--- src/rtl/flash_spi_arbiter.sv ---
// Round-robin arbiter granting one flash transaction at a time to spi_master.
// Channels: 0 read, 1 program, 2 erase/status.
module flash_spi_arbiter #(
    parameter int GAP_CYC = 4
) (
    input  logic        clk,
    input  logic        rst_n,
    input  logic [2:0]  ch_req,
    input  logic [23:0] ch_din,
    input  logic [2:0]  ch_finish,
    output logic [2:0]  ch_done,
    output logic [7:0]  ch_dout,
    output logic        m_req,
    output logic [7:0]  m_din,
    output logic        m_finish,
    input  logic        m_done,
    input  logic [7:0]  m_dout,
    output logic [1:0]  owner,
    output logic        busy
);

    localparam logic [2:0] S_IDLE  = 3'd0;
    localparam logic [2:0] S_ISSUE = 3'd1;
    localparam logic [2:0] S_WAIT  = 3'd2;
    localparam logic [2:0] S_HOLD  = 3'd3;
    localparam logic [2:0] S_GAP   = 3'd4;

    localparam logic [15:0] GAP_LAST =
        (GAP_CYC == 0) ? 16'd0 : 16'(GAP_CYC - 1);

    logic [2:0]  state;
    logic [2:0]  pend;
    logic [23:0] pdat;
    logic [2:0]  pfin;
    logic [15:0] gap_cnt;
    logic [1:0]  cand1;
    logic [1:0]  cand2;
    logic [1:0]  sel;

    function automatic logic [7:0] pick(
        input logic [23:0] d,
        input logic [1:0]  i
    );
        case (i)
            2'd0:    pick = d[7:0];
            2'd1:    pick = d[15:8];
            default: pick = d[23:16];
        endcase
    endfunction

    // Search order is owner+1, owner+2, owner (all mod 3).
    always_comb begin
        cand1 = 2'd0;
        cand2 = 2'd0;
        case (owner)
            2'd0:    begin cand1 = 2'd1; cand2 = 2'd2; end
            2'd1:    begin cand1 = 2'd2; cand2 = 2'd0; end
            default: begin cand1 = 2'd0; cand2 = 2'd1; end
        endcase
        if (pend[cand1])
            sel = cand1;
        else if (pend[cand2])
            sel = cand2;
        else
            sel = owner;
    end

    always_ff @(posedge clk) begin
        if (!rst_n) begin
            state    <= S_IDLE;
            pend     <= 3'b000;
            pdat     <= 24'd0;
            pfin     <= 3'b000;
            gap_cnt  <= 16'd0;
            m_req    <= 1'b0;
            m_din    <= 8'd0;
            m_finish <= 1'b0;
            ch_done  <= 3'b000;
            ch_dout  <= 8'd0;
            owner    <= 2'd2;
            busy     <= 1'b0;
        end else begin
            m_req   <= 1'b0;
            ch_done <= 3'b000;

            for (int i = 0; i < 3; i++) begin
                if (ch_req[i] && !pend[i]) begin
                    pend[i]         <= 1'b1;
                    pdat[8*i +: 8]  <= ch_din[8*i +: 8];
                    pfin[i]         <= ch_finish[i];
                end
            end

            case (state)
                S_IDLE: begin
                    if (|pend) begin
                        owner    <= sel;
                        m_req    <= 1'b1;
                        m_din    <= pick(pdat, sel);
                        m_finish <= pfin[sel];
                        busy     <= 1'b1;
                        state    <= S_ISSUE;
                    end
                end
                S_ISSUE: begin
                    pend[owner] <= 1'b0;
                    state       <= S_WAIT;
                end
                S_WAIT: begin
                    if (m_done) begin
                        ch_done <= 3'b001 << owner;
                        ch_dout <= m_dout;
                        gap_cnt <= 16'd0;
                        state   <= m_finish ? S_GAP : S_HOLD;
                    end
                end
                S_HOLD: begin
                    if (pend[owner]) begin
                        m_req    <= 1'b1;
                        m_din    <= pick(pdat, owner);
                        m_finish <= pfin[owner];
                        state    <= S_ISSUE;
                    end
                end
                S_GAP: begin
                    if (gap_cnt >= GAP_LAST) begin
                        busy  <= 1'b0;
                        state <= S_IDLE;
                    end else begin
                        gap_cnt <= gap_cnt + 16'd1;
                    end
                end
                default: begin
                    busy  <= 1'b0;
                    state <= S_IDLE;
                end
            endcase
        end
    end

endmodule

--- config.mk ---
export PLATFORM = sky130hd
export DESIGN_NAME = flash_spi_arbiter
export DESIGN_NICKNAME = d
export VERILOG_FILES = /design/src/rtl/flash_spi_arbiter.sv
export SDC_FILE = /design/constraint.sdc
export NUM_CORES = 1
export LEC_CHECK = 0
export CORE_UTILIZATION = 40
export DETAILED_ROUTE_END_ITERATION = 6
export PLACE_DENSITY = 0.68
export SLEW_MARGIN = 15
export SYNTH_ARGS = -nofsm -noshare
export SYNTH_HDL_FRONTEND = slang
export SYNTH_SLANG_ARGS = --single-unit
--- constraint.sdc ---
create_clock -name clk -period 1.7 [get_ports clk]
set_clock_uncertainty 0.05 [all_clocks]
set_input_delay 0.51 -clock clk [delete_from_list [all_inputs] [get_ports clk]]
set_output_delay 0.51 -clock clk [all_outputs]
set_load 0.01 [all_outputs]
==> flow_summary.ini, run 1 <==
[sta]
slew_violations = 0
tightest_slew_ns = 0.544
setup_viol_count_final = 2
finalHoldViolCount = 0
rsz0062_at_grt = yes
fin_ws_ns = -0.0192
clock.fmax_mhz = 582
holdWs_ns = 0.403
finalCritPeriodShare_pct = 101
post-route-min-period_ns = 1.72
max_slew_margin_pct = 63.7

[cells_and_area]
nNetsFinal = 487
final_cell_mix = nand2_1 (85), dfxtp_1 (68), a21oi_1 (40), clkdlybuf4s50_1 (40), buf_4 (28)
design_area_mm2 = 0.00430
final_common_cell = nand2_1
drive_gt1_share_pct = 16.7
syn_to_final_growth_pct = 40.1
fillers = 645
antenna_cells = 0

[synth]
yosysWarnings = 0
synth_cells = 361
syn_nets = 403
ys_seq_area_share_pct = 47.6
netlist_area_mm2 = 0.00307
avgSynthCellArea_um2 = 8.51
synth_ff_type = dfxtp_1
ys_seq_elements = 73
synth_edf_count = 0
async_flop_share_pct = 0
yosysTopAreaCell = dfxtp_1
yosysUniqueCellTypes = 43
synth.top_cell.area_share_pct = 47.6
synthTopCellsByArea = dfxtp_1 (48%), nand2_1 (10%), a21oi_1 (6.5%)

[placed_design]
place.gp.congestion = 0.810
io_buffers = 64
dpl_cell_area_mm2 = 0.00398
dpl.hpwl_um = 5170

[detailed_routing]
antenna_left = 0
vias = 2818
firstDrtPassIters = 4
vias_per_cell = 5.14
drt-initial-drc-count = 145
wl_per_cell_um = 14.4
routed_wl_um = 7880
post-route-drc-count = 0

[die]
die_h_um = 89.6
coreArea_mm2 = 0.00733
start_util_pct = 41.9
die-area_mm2 = 0.00803
rows = 31
pin_count = 65
fp.dieW_um = 89.6

[worst_setup_path]
r2r_setup_slack_ns = -0.02
worstSetupEndpointType = flop
r2r-start = owner[0]$_SDFFE_PN0P_
crit_start = owner[0]$_SDFFE_PN0P_
r2r_end = m_din[4]$_SDFFE_PN0P_
crit_end = m_din[4]$_SDFFE_PN0P_
worst-setup-path-type = flop to flop
cp_max_fo = 8
rr_worst_depth = 6
start_kind = flop
crit_arrival_ns = 1.94
worst-endpoint-required_ns = 1.92

[cts]
numCtsBuffers = 9
root_buffer = clkbuf_8
cts-htree-levels = 3
clkSinkCount = 73
cts_tree = yes
clk_latency_ns = 0.35
clkTransAtPathRegs_ns = 0.07
hold_buffers = 0
clockBufferDepth = 2

[outcome]
status = finished, violations left
violations = negative setup slack

[power_and_ir_drop]
p_per_area_mw_per_mm2 = 1020
ir_worst_vdd_mv = 0.532
leakage_nw = 1.78

[grt]
grt_overflow = 0
grt_max_degree = 30
antenna_found_initial = 0
grt_pass1_vias = 2681
grt_pass1_wl_um = 12600
grt_use_total_pct = 20.7

[hold_path]
min_path_type = flop to flop

[run]
maxCapViolations = 0
flip-flops by register name, indices dropped and copies added (netlist names):
name      cells
pdat         24
gap_cnt      16
ch_dout       8
m_din         8
ch_done       3
pend          3
pfin          3
state         3
owner         2
busy          1
m_finish      1
m_req         1
logic make-up after synthesis:
group	Yosys count	synth area share (%)
compound gates	90	17.8
xor+xnor	1	0.285
fa+ha+maj	1	0.407
buf+inv	31	4.77
flops	73	47.6
mux	20	6.68
simple gates	145	22.5
cells in the mapped netlist (all sizes together), types with 2 or more instances:
| cell type | n |
|---|---|
| inv | 4 |
| nand2b | 4 |
| clkbuf | 14 |
| o211ai | 8 |
| nand4 | 2 |
| nor4 | 4 |
| nor2b | 5 |
| a31oi | 12 |
| a21oi | 40 |
| nor2 | 14 |
| a211o | 8 |
| nor3b | 4 |
| nand2 | 85 |
| buf | 13 |
| mux2i | 19 |
| and3 | 14 |
| dfxtp | 73 |
| nor3 | 6 |
| o21ai | 16 |
| nand3 | 2 |
final cells by class:
cell class	instances	area (µm²)	area share (%)
inverters	4	15.0	0.349
multi-input cells	257	1520	35.4
clock buffers	10	138	3.20
well taps	99	124	2.88
flip-flops and latches	73	1470	34.2
clock inverters	5	56.3	1.31
repair buffers	100	972	22.6
per-layer routing:
layer / up-vias / track usage (%) / wire (µm)
met5: - / 0 / 0
met4: 0 / 7.79 / 165
met1: 1317 / 26.3 / 3680
met2: 59 / 34.3 / 3720
li1: 1427 / - / -
met3: 15 / 4.75 / 307
report_power, final:
part           switching, W  total (W)  internal [W]
registers          0.000108    0.00194       0.00184
logic              0.000524    0.00110      0.000571
clock network      0.000630    0.00134      0.000707
repair_timing:
action,4_1_cts,5_1_grt
setup buffers,0,6
gates cloned,0,1
pin swaps,17,8
setup endpoints to repair,33,27
gates resized for setup,29,19
how the worst min path moves through the flow:
stage | depth (start not counted) | startpoint | slack (ns) | to
floorplan | 2 | pfin[2]$_SDFFE_PN0P_ | 0.39 | pfin[2]$_SDFFE_PN0P_
global placement | 2 | ch_dout[4]$_SDFFE_PN0P_ | 0.40 | ch_dout[4]$_SDFFE_PN0P_
detailed placement | 2 | ch_dout[1]$_SDFFE_PN0P_ | 0.40 | ch_dout[1]$_SDFFE_PN0P_
CTS | 2 | ch_dout[1]$_SDFFE_PN0P_ | 0.40 | ch_dout[1]$_SDFFE_PN0P_
global route | 1 | gap_cnt[11]$_SDFFE_PN0P_ | 0.44 | gap_cnt[11]$_SDFFE_PN0P_
finish | 2 | ch_dout[1]$_SDFFE_PN0P_ | 0.40 | ch_dout[1]$_SDFFE_PN0P_
worst max-delay path: stages, from the launching register on:
cell     delay (ns)
dfxtp_4        0.37
nor2_2         0.05
o32a_1         0.40
buf_12         0.17
mux2i_2        0.15
a211o_1        0.29
a31oi_1        0.17
through the flow:
stage	power, W	setup slack, ns	utilization [%]	setup TNS [ns]	cells
global route	0.00458	-0.124	58.7	-0.541	548
global placement	0.00295	-0.290	54.3	-7.15	526
floorplan	0.00251	0.0191	-	0	361
CTS	0.00425	-0.0464	56.6	-0.174	541
finish	0.00438	-0.0192	58.7	-0.0275	548
detailed placement	0.00297	-0.296	54.3	-7.24	526
No activity file was read; power rests on OpenSTA's default activity.
==> inputs of run 2 (changes only) <==
--- a/config.mk
+++ b/config.mk
@@ -5,9 +5,10 @@
 export SDC_FILE = /design/constraint.sdc
 export NUM_CORES = 1
 export LEC_CHECK = 0
-export CORE_UTILIZATION = 40
+export CORE_UTILIZATION = 50
+export CTS_BUF_LIST = sky130_fd_sc_hd__clkbuf_16
 export DETAILED_ROUTE_END_ITERATION = 6
-export PLACE_DENSITY = 0.68
+export PLACE_DENSITY = 0.79
 export SLEW_MARGIN = 15
 export SYNTH_ARGS = -nofsm -noshare
 export SYNTH_HDL_FRONTEND = slang
==> constraint.sdc (replaced) <==
create_clock -name clk -period 1.85 [get_ports clk]
set_clock_uncertainty 0.05 [all_clocks]
set_input_delay 0.555 -clock clk [delete_from_list [all_inputs] [get_ports clk]]
set_output_delay 0.555 -clock clk [all_outputs]
set_load 0.01 [all_outputs]
==> run 2 against run 1 <==
The flow now finishes without violations; combinational power is 19% lower; highest routed layer unchanged; clock power is 10% higher; die area is 20% lower; worst hold slack better by 0.0065 ns; sequential share of layout area is 0.95 points higher; final area is 3.4% lower.
==> flow_summary.ini, run 2 (synthesis results as in run 1) <==
[detailed_routing]
wl_per_cell_um = 14.8
vias_per_cell = 5.51
antenna_left = 0
post-route-drc-count = 0
drt-initial-drc-count = 159
firstDrtPassIters = 4
routed_wl_um = 7520
vias = 2805

[placed_design]
dpl.hpwl_um = 5130
place.gp.congestion = 0.898
post-place-ws_ns = -0.245
io_buffers = 64

[cells_and_area]
nNetsFinal = 471
reg_top3 = pdat: 24 flops, gap_cnt: 16 flops
final_cell_mix = nand2_1 (85), dfxtp_1 (72), clkdlybuf4s50_1 (53), a21oi_1 (40), mux2i_1 (19)
regMostFlops = pdat
syn_to_final_growth_pct = 35.4
drive_gt1_share_pct = 10.4
final_common_cell = nand2_1
largest_reg_flops = 24
final_util_pct = 70.2
antenna_cells = 0

[die]
rows = 28
coreArea_mm2 = 0.00592
fp.dieW_um = 80.4
die_h_um = 80.4
start_util_pct = 51.9
die-area_mm2 = 0.00646
pin_count = 65

[power_and_ir_drop]
ir_worst_vdd_mv = 0.700
p_switching_w = 0.00114
leakage_nw = 1.75
p_sw_share_pct = 27.4
p_comb_share_pct = 21.5
internal_power_w = 0.00301
clkPwrFrac_pct = 35.6
power_frac_seq_pct = 42.9
p_per_area_mw_per_mm2 = 999

[cts]
clockBufferDepth = 2
clk_latency_ns = 0.33
root_buffer = clkbuf_16
cts-htree-levels = 3
clkTransAtPathRegs_ns = 0.05
postCtsSetupRepairBufs = 0
cts_tree = yes
clkSinkCount = 73
numCtsBuffers = 9

[sta]
slew_violations = 0
finalCritPeriodShare_pct = 98.6
tightest_slew_ns = 0.405
clock.fmax_mhz = 548
setup_viol_count_final = 0
post-route-min-period_ns = 1.82
fin_ws_ns = 0.0254
max_slew_margin_pct = 72.9
finalHoldViolCount = 0
rsz0062_at_grt = no

[grt]
grt_pass1_wl_um = 12600
antenna_found_initial = 0
grt_max_degree = 32
grt_pass1_vias = 2806
grt_use_total_pct = 25.8
grt_overflow = 0

[worst_setup_path]
crit_family = buffers and inverters
start_kind = flop
crit_chain = clkdlybuf4s50_1
crit_start = m_din[0]$_SDFFE_PN0P_
r2r-start = owner[1]$_SDFFE_PN1P_
crit_path_top_delay_cell = clkdlybuf4s50_1
worst-endpoint-required_ns = 1.24
cp_max_fo = 2
crit_arrival_ns = 1.22
worstSetupEndpointType = output port
cp_slowest_stage_delay_ns = 0.55
worst-setup-path-type = flop to output port
path_buf_inv = 1

[hold_path]
min_from = ch_dout[6]$_SDFFE_PN0P_
min_path_type = flop to flop

[run]
maxCapViolations = 0

[outcome]
status = finished, final reports clean
run 2: layout make-up:
| cell class | instances | area (µm²) |
|---|---|---|
| fill | 456 | 1760 |
| multi-input combinational | 257 | 1480 |
| sequential | 73 | 1460 |
| timing repair buffer | 84 | 848 |
| clock buffer | 9 | 225 |
| tap | 75 | 93.8 |
| clock inverter | 7 | 28.8 |
| inverter | 4 | 15.0 |
run 2: metrics by stage:
step	power, W	hold WS, ns	setup TNS [ns]	area, µm²	instances
2_1_floorplan	0.00230	0.393	0	3070	361
3_3_place_gp	0.00266	0.393	-4.35	3870	493
3_5_place_dp	0.00269	0.399	-5.06	3870	493
4_1_cts	0.00416	0.413	0	4120	509
5_1_grt	0.00436	0.438	0	4160	509
6_report	0.00415	0.409	0	4160	509
run 2: per-layer routing:
| metal | global-route usage, % | vias up | part of all wire [%] | wire length, µm |
|---|---|---|---|---|
| met1 | 31.1 | 1328 | 44 | 3320 |
| met3 | 6.82 | 13 | 3.9 | 295 |
| met4 | 9.46 | 0 | 1.6 | 117 |
| met2 | 43.8 | 69 | 50 | 3780 |
| li1 | - | 1395 | - | - |
| met5 | 0 | - | 0 | 0 |
run 2: power groups by stage:
stage	logic [W]	clock network, W	registers, W
floorplan	0.000489	0	0.00181
global placement	0.000855	0	0.00180
detailed placement	0.000878	0	0.00181
CTS	0.000884	0.00150	0.00178
global route	0.000973	0.00159	0.00179
finish	0.000891	0.00148	0.00178
run 2: worst paths after layout:
kind                                                end  slack (ns)  cells after the start
worst max register to register    m_din[0]$_SDFFE_PN0P_        0.08                      6
worst min register to register  ch_dout[6]$_SDFFE_PN0P_        0.41                      2
worst min-delay path            ch_dout[6]$_SDFFE_PN0P_        0.41                      2
worst max-delay path                           m_din[0]        0.03                      1
run 2: timing repair:
| action | 4_1_cts | 5_1_grt |
|---|---|---|
| hold buffers | 0 | 0 |
| pin swaps | 0 | 1 |
| setup endpoints to repair | 3 | 17 |
| endpoints found under the hold margin | 0 | 0 |
| resized for setup | 4 | 12 |
